[src/rtl/sid_filter_ctrl.sv]
// sid_filter_ctrl
//   Filter configuration controller and sample-rate sequencer for the SID
//   filter datapath. CPU writes to $15..$18 land in shadow/target registers.
//   Once every CLK_DIV clocks the clk_en strobe fires, and the shadow values
//   move into the active outputs at that edge, so the filter sees one
//   coherent configuration for each sample. The active cutoff moves toward
//   its target by at most FC_SLEW LSBs per strobe. FC_SLEW = 0 removes the
//   limit.
//
// Ports
//   clk, n_reset          system clock, asynchronous active-low reset
//   wr_en, addr, wdata    bus write (one cycle per write, always accepted)
//   clk_en                registered sample strobe, 1 clk every CLK_DIV clks
//   reg_fc                active cutoff (11 bit)
//   reg_res, reg_en       active resonance / routing {ext, v3, v2, v1}
//   reg_off3/hp/bp/lp     active mode bits
//   reg_vol               active master volume
//   cfg_pending           any active field differs from its shadow/target
module sid_filter_ctrl #(
    parameter int unsigned CLK_DIV = 32,
    parameter int unsigned FC_SLEW = 16
) (
    input  logic        clk,
    input  logic        n_reset,
    input  logic        wr_en,
    input  logic [4:0]  addr,
    input  logic [7:0]  wdata,
    output logic        clk_en,
    output logic [10:0] reg_fc,
    output logic [3:0]  reg_res,
    output logic [3:0]  reg_en,
    output logic        reg_off3,
    output logic        reg_hp,
    output logic        reg_bp,
    output logic        reg_lp,
    output logic [3:0]  reg_vol,
    output logic        cfg_pending
);

    localparam int unsigned CW = $clog2(CLK_DIV);
    localparam logic [CW-1:0] DIV_LAST = CW'(CLK_DIV - 1);
    // A limit at or above full scale behaves like no limit at all.
    localparam logic [10:0] SLEW_LIM = (FC_SLEW > 2047) ? 11'd2047 : 11'(FC_SLEW);

    localparam logic [4:0] A_FC_LO    = 5'h15;
    localparam logic [4:0] A_FC_HI    = 5'h16;
    localparam logic [4:0] A_RES_FILT = 5'h17;
    localparam logic [4:0] A_MODE_VOL = 5'h18;

    logic [CW-1:0] div_cnt_q, div_cnt_d;
    logic          clk_en_q, clk_en_d;

    logic [10:0] fc_tgt_q, fc_tgt_d;
    logic [3:0]  res_sh_q, res_sh_d;
    logic [3:0]  en_sh_q, en_sh_d;
    logic [3:0]  mode_sh_q, mode_sh_d;   // {off3, hp, bp, lp}
    logic [3:0]  vol_sh_q, vol_sh_d;

    logic [10:0] reg_fc_q, reg_fc_d;
    logic [3:0]  reg_res_q, reg_res_d;
    logic [3:0]  reg_en_q, reg_en_d;
    logic [3:0]  reg_mode_q, reg_mode_d;
    logic [3:0]  reg_vol_q, reg_vol_d;

    logic [10:0] fc_gap;
    logic [10:0] fc_step;

    // Divider. clk_en_d looks ahead at the next count, so the flopped
    // strobe is high exactly while div_cnt_q sits at CLK_DIV-1.
    always_comb begin
        div_cnt_d = (div_cnt_q == DIV_LAST) ? '0 : div_cnt_q + 1'b1;
        clk_en_d  = (div_cnt_d == DIV_LAST);
    end

    // Register decode into shadow/target.
    always_comb begin
        fc_tgt_d  = fc_tgt_q;
        res_sh_d  = res_sh_q;
        en_sh_d   = en_sh_q;
        mode_sh_d = mode_sh_q;
        vol_sh_d  = vol_sh_q;
        if (wr_en) begin
            unique case (addr)
                A_FC_LO:    fc_tgt_d[2:0]  = wdata[2:0];
                A_FC_HI:    fc_tgt_d[10:3] = wdata;
                A_RES_FILT: begin
                    res_sh_d = wdata[7:4];
                    en_sh_d  = wdata[3:0];
                end
                A_MODE_VOL: begin
                    mode_sh_d = wdata[7:4];
                    vol_sh_d  = wdata[3:0];
                end
                default: ;
            endcase
        end
    end

    // Cutoff slew. The difference is always taken larger-minus-smaller, so
    // it cannot wrap and the step never overshoots the target.
    always_comb begin
        fc_gap  = (fc_tgt_q > reg_fc_q) ? fc_tgt_q - reg_fc_q : reg_fc_q - fc_tgt_q;
        fc_step = (FC_SLEW == 0 || fc_gap <= SLEW_LIM) ? fc_gap : SLEW_LIM;
    end

    // Transfer into the active set on the tick edge; the pre-write shadow
    // is what gets loaded when a write coincides with the tick.
    always_comb begin
        reg_fc_d   = reg_fc_q;
        reg_res_d  = reg_res_q;
        reg_en_d   = reg_en_q;
        reg_mode_d = reg_mode_q;
        reg_vol_d  = reg_vol_q;
        if (clk_en_q) begin
            reg_res_d  = res_sh_q;
            reg_en_d   = en_sh_q;
            reg_mode_d = mode_sh_q;
            reg_vol_d  = vol_sh_q;
            if (fc_tgt_q > reg_fc_q)
                reg_fc_d = reg_fc_q + fc_step;
            else
                reg_fc_d = reg_fc_q - fc_step;
        end
    end

    always_ff @(posedge clk or negedge n_reset) begin
        if (!n_reset) begin
            div_cnt_q  <= '0;
            clk_en_q   <= 1'b0;
            fc_tgt_q   <= '0;
            res_sh_q   <= '0;
            en_sh_q    <= '0;
            mode_sh_q  <= '0;
            vol_sh_q   <= '0;
            reg_fc_q   <= '0;
            reg_res_q  <= '0;
            reg_en_q   <= '0;
            reg_mode_q <= '0;
            reg_vol_q  <= '0;
        end else begin
            div_cnt_q  <= div_cnt_d;
            clk_en_q   <= clk_en_d;
            fc_tgt_q   <= fc_tgt_d;
            res_sh_q   <= res_sh_d;
            en_sh_q    <= en_sh_d;
            mode_sh_q  <= mode_sh_d;
            vol_sh_q   <= vol_sh_d;
            reg_fc_q   <= reg_fc_d;
            reg_res_q  <= reg_res_d;
            reg_en_q   <= reg_en_d;
            reg_mode_q <= reg_mode_d;
            reg_vol_q  <= reg_vol_d;
        end
    end

    assign clk_en   = clk_en_q;
    assign reg_fc   = reg_fc_q;
    assign reg_res  = reg_res_q;
    assign reg_en   = reg_en_q;
    assign reg_off3 = reg_mode_q[3];
    assign reg_hp   = reg_mode_q[2];
    assign reg_bp   = reg_mode_q[1];
    assign reg_lp   = reg_mode_q[0];
    assign reg_vol  = reg_vol_q;

    assign cfg_pending = (reg_fc_q != fc_tgt_q) || (reg_res_q != res_sh_q) ||
                         (reg_en_q != en_sh_q) || (reg_mode_q != mode_sh_q) ||
                         (reg_vol_q != vol_sh_q);

endmodule

[config.mk]
export PLATFORM = sky130hd
export DESIGN_NAME = sid_filter_ctrl
export DESIGN_NICKNAME = d
export VERILOG_FILES = /design/src/rtl/sid_filter_ctrl.sv
export SDC_FILE = /design/constraint.sdc
export NUM_CORES = 1
export LEC_CHECK = 0
export ABC_AREA = 1
export BUFFER_PORTS_ARGS = -buffer_cell sky130_fd_sc_hd__clkbuf_2
export CAP_MARGIN = 0
export CORE_AREA = 4 4 94 96
export DETAILED_ROUTE_END_ITERATION = 12
export DIE_AREA = 0 0 98 100
export MAX_ROUTING_LAYER = met4
export PLACE_DENSITY = 0.77
export SLEW_MARGIN = 20
export SYNTH_ARGS = -nofsm -noshare
export SYNTH_HDL_FRONTEND = slang
export SYNTH_SLANG_ARGS = --single-unit
[constraint.sdc]
create_clock -name clk -period 5.1 [get_ports clk]
set_clock_uncertainty 0.2 [all_clocks]
set_input_delay 0.51 -clock clk [delete_from_list [all_inputs] [get_ports clk]]
set_output_delay 0.51 -clock clk [all_outputs]
set_load 0.05 [all_outputs]
# Word-level counts from Yosys, hierarchy flattened
# Cells that the tools add are included.
[word_totals]
reg_bits = 60
in_bits = 16
out_inout_bits = 29
word_cells = 43
[op_classes]
n_eq_ne = 11
reduce_logical = 8
n_lt_le_gt_ge = 2
n_mux = 4
addsub = 5
[op_table]
columns = ["op", "n"]
rows = [
  ["$mux W11", 3],
  ["$sub A11 B11 Y11", 3],
  ["$eq A5 B5 Y1 const B", 6],
  ["$ne A4 B4 Y1", 4],
  ["$add A11 B11 Y11", 1],
  ["$gt A11 B11 Y1", 1],
  ["$le A11 B5 Y1 const B", 1],
  ["$ne A11 B11 Y1", 1],
  ["$reduce_and A2 Y1", 4],
  ["$add A5 B1 Y5 const B", 1],
  ["$mux W5", 1],
  ["$logic_or A1 B1 Y1", 4],
]

# Logic depth before layout (Yosys ltp)
[logic_depth]
ltp_word = 6
mapped_depth = 39
depth_no_buf = 38

# Least setup slack after synthesis
# Ideal clock, no wire load.
[synth_path]
path_type = "reg-to-reg"
from = "reg reg_fc_q[1], in the netlist reg_fc[1]"
to = "reg reg_fc_q[10], in the netlist reg_fc[10]"
setup_time_ns = 0.119
required_time_ns = 4.781
slack_ns = 0.397
path_buffers = 0
arrival_time_ns = 4.384
synth_period_minus_slack_ns = 4.703
path_stages_with_launch = 39
path_cell_list = "dfrtp_1 inv_1 ha_1 nand2_1 inv_2 nand2_1 nand2_1 nand3_1 nand3_2 nand2_4 nand2_1 nand2_2 nor2_2 nand2_1 nand2_2 nand2_2 nor2_2 inv_1 (+3 left out) xor2_1 inv_1 ha_1 nand3_1 nand2_1 nand2_1 nand2_1 a21oi_1 o21ai_0 nand2_1 nand2_1 nand2_1 nand2_1 inv_1 nand2_2 nand3_1 nand2_1 nand2_1"
[synth_between]
elab_chain_len = 6
elab_cells_between_ends = 9
classes_between = "add/sub (4); order compare (2); mux (3)"
[synth_rtl]
columns = ["item", "line_no", "rtl"]
rows = [
  ["start, declared", "59", "logic [10:0] reg_fc_q, reg_fc_d;"],
  ["start signal, assigned", "148", "reg_fc_q <= reg_fc_d;"],
  ["$sub A11 B11 Y11 or $gt A11 B11 Y1 (tied branches)", "102, 119", ""],
  ["$mux W11", "102", "fc_gap = (fc_tgt_q > reg_fc_q) ? fc_tgt_q - reg_fc_q : reg_fc_q - fc_tgt_q;"],
  ["$le A11 B5 Y1", "103", "fc_step = (FC_SLEW == 0 || fc_gap <= SLEW_LIM) ? fc_gap : SLEW_LIM;"],
  ["$mux W11", "103", ""],
  ["$sub A11 B11 Y11 or $add A11 B11 Y11 (tied branches)", "122, 120", ""],
  ["$mux W11 (*)", "119", "if (fc_tgt_q > reg_fc_q)"],
]
# Every way passes the cells marked *; elsewhere a longest branch is shown, timed or not.
# A chain may end at the register's enable or synchronous reset.

# Worst setup path in the final report
[layout_path]
from = "reg reg_fc_q[10], in the netlist reg_fc[10]"
to = "reg reg_fc_q[10], in the netlist reg_fc[10]"
# Same word-level chain as after synthesis.

==> flow_summary.toml <==
[outcome]
result_of_the_run = "finished clean"

[placement]
worst_setup_slack_post_dpl_ns = 0.08890
port_buffers = 44
place_hpwl_mm = 8.921
gp_congestion = 0.9882
detailed_place.area_um2 = 4800

[final_layout]
final_common_cell = "sky130_fd_sc_hd__nand2_1"
nets = 742
final_cell_mix = "sky130_fd_sc_hd__nand2_1 (199), sky130_fd_sc_hd__inv_1 (98), sky130_fd_sc_hd__dfrtp_1 (59)"
layout.area.seq_um2 = 1503
post-route-util_pct = 64.20
layout_overhead_on_the_synthesized_area_pct = 16.40
nFillCells = 718
multi_input_area_um2 = 2551
drive_gt1_share_pct = 18.04
diodes = 0
finalInstanceArea_um2 = 5169

[sta]
final.min_clock_period_ns = 4.700
rsz0062_at_grt = "false"
whs_ns = 0.1233
fin_ws_ns = 0.4005
timing.final.setup_violations = 0
final-max-slew-violation-count = 0
finalCritPeriodShare_pct = 92.15
total_neg_setup_slack_ns = 0
timing.slew.headroom_pct = 47.15
finalHoldViolations = 0
achievable-frequency_mhz = 212.8
max_slew.worst_pin.slew_ns = 0.7919

[setup_path]
critPathKind = "register to register"
timing.critical_path.slowest_stage_cell = "sky130_fd_sc_hd__fa_1"
critical_path_peak_fanout = 10
cp-start-kind = "register"
worst_setup_path_end_kind = "register"
critPathMaxStageDelay_ns = 0.43
timing.reg2reg.setup_slack_ns = 0.40
data_arrival_critical_path_ns = 4.73
data_required_time_of_the_worst_path_ns = 5.13
critical_path.most_common_cell = "sky130_fd_sc_hd__nand2_1"

[detailed_routing]
route.detailed.wl_per_inst_um = 14.46
vias = 4220
drt-initial-drc-count = 374
drc = 0
vias_per_cell = 5.288
first_pass_iters = 6
wirelength_mm = 11.54
ant_nets = 0

[grt]
antenna_violations_before_repair = 0
grt_start_max_net_pins = 61
global_route_wire_length_before_repair_mm = 19.43
grt_pass1_vias = 4193
gr-total-overflow = 0
grt.total_usage_pct = 25.30

[clocking]
clock_latency_ns = 0.35
cts_max_path_buffers = 2
cts_inserted_buffers = 9
tritoncts = "built"
cts.sinks = 60
clk_pin_slew_ns = 0.07
cts_hold_buf = 0
clock-root-buffer = "sky130_fd_sc_hd__clkbuf_8"
cts_htree_levels = 3

[die]
die-area_um2 = 9800
placement_rows = 33
die_x_um = 98
num_io_pins = 45
die_y_um = 100
floorplan.initialDensity_pct = 55.15
core_area_um2 = 8051

[flow_run]
maxCapViolCount = 0

[power]
switching_share_of_power_pct = 50.27
sequential_group_share_of_total_power_pct = 21.1
total_leakage_power_uw = 0.002818
share_clk_of_total_power_pct = 16.1
internal_power_uw = 1542
combPwrFrac_pct = 62.8
power_density_nw_per_um2 = 600.0
ir_drop_v = 0.0002773
power.net_switching_uw = 1559

[logic_synthesis]
count_of_distinct_cell_types_in_the_synthesized_netlist = 37
synth-warning-count = 0
mappedNetlistNets = 682
synth_area_per_cell_um2 = 7.071
yosys_register_bits = 60
synthCells = 628
synth-seq-area-share_pct = 33.81
syn_area_um2 = 4441

[hold_path]
worst_hold_path_type = "primary input to asynchronous set/reset pin"
power groups by stage:
stage	registers (uW)	logic (uW)	clock network [uW]
floorplan	827	1240	0
global placement	656	1820	0
detailed placement	661	1840	0
CTS	653	1850	503
global route	667	2170	524
finish	654	1950	500
worst max-delay path: cells and delay by family (launching register included):
family,cells,cell delay [ns]
AND/OR/NAND/NOR,20,1.94
flip-flops,1,0.41
buffers and inverters,4,0.34
AO/OA/AOI/OAI,5,0.65
adder cells (fa/ha/maj),3,1.07
metal layers:
layer | GRT usage [%] | up-vias | share of wire (%)
met5 | - | - | 0
li1 | - | 2092 | -
met2 | 42.88 | 161 | 49
met3 | 3.892 | 33 | 7.1
met4 | 9.691 | 0 | 2.9
met1 | 30.57 | 1934 | 41
worst paths after layout:
check / from / endpoint / cells after the start
max: reg_fc[10]$_DFFE_PN0P_ / reg_fc[10]$_DFFE_PN0P_ / 32
min: n_reset / mode_sh_q[2]$_DFFE_PN0P_ / 2
max reg2reg: reg_fc[10]$_DFFE_PN0P_ / reg_fc[10]$_DFFE_PN0P_ / 32
min reg2reg: div_cnt_q[0]$_DFF_PN0_ / div_cnt_q[0]$_DFF_PN0_ / 1
max in group asynchronous: n_reset / reg_fc[1]$_DFFE_PN0P_ / 2
min in group clk: wdata[4] / fc_tgt_q[7]$_DFFE_PN0P_ / 3
flip-flops by register name, summed over array words and instances, names as in the netlist:
register	flops
reg_fc	11
reg_vol	4
mode_sh_q	4
reg_res	4
en_sh_q	4
reg_mode_q	4
div_cnt_q	5
reg_en	4
clk_en	1
res_sh_q	4
fc_tgt_q	11
vol_sh_q	4
through the flow:
step	cells	power, uW
after floorplan	628	2065
after global placement	773	2474
after detailed placement	773	2504
after CTS	789	3008
after global routing	798	3363
final	798	3101
logic make-up (layout without fill, tap and decap cells):
| group | count (synthesis) | count (layout) | synth area share, % |
|---|---|---|---|
| AO/OA/AOI/OAI | 76 | 76 | 8.961 |
| XOR/XNOR | 24 | 24 | 4.734 |
| adder cells (fa/ha/maj) | 38 | 38 | 11.21 |
| buffers and inverters | 117 | 182 | 10.12 |
| flip-flops | 60 | 60 | 33.81 |
| AND/OR/NAND/NOR | 313 | 313 | 31.16 |
area by class of cell:
type / instances / area share, %
Tap cell: 105 / 2.542
Clock inverter: 5 / 1.622
Multi-Input combinational cell: 451 / 49.36
Sequential cell: 60 / 29.07
Clock buffer: 11 / 2.929
Timing Repair Buffer: 61 / 6.730
Inverter: 105 / 7.746
repair_timing:
action	4_1_cts	5_1_grt
resized for setup	0	18
endpoints found under the setup margin	0	5
setup buffers	0	9
synth_stat cells (all sizes together):
cell     number  area (um^2)
fa            3        60.06
or2           1        6.260
ha           35        437.9
nor4          1        6.260
a221oi        1        8.760
clkbuf        7        26.28
o31ai         1        7.510
and3          1        6.260
nor3          5        36.29
and2          1        6.260
buf           5        26.27
nand3        35        200.2
inv         105        396.6
o22ai         3        18.77
nand2       214        843.3
nor2         41        176.4
nand4        14        102.6
a21o          1        7.510
xnor2        12        105.1
xor2         12        105.1
o21ai        48        240.2
o2111ai       1        8.760
a21oi        20        100.1
a31oi         1        6.260
dfrtp        60         1501
Power figures use the tool's default switching activity.
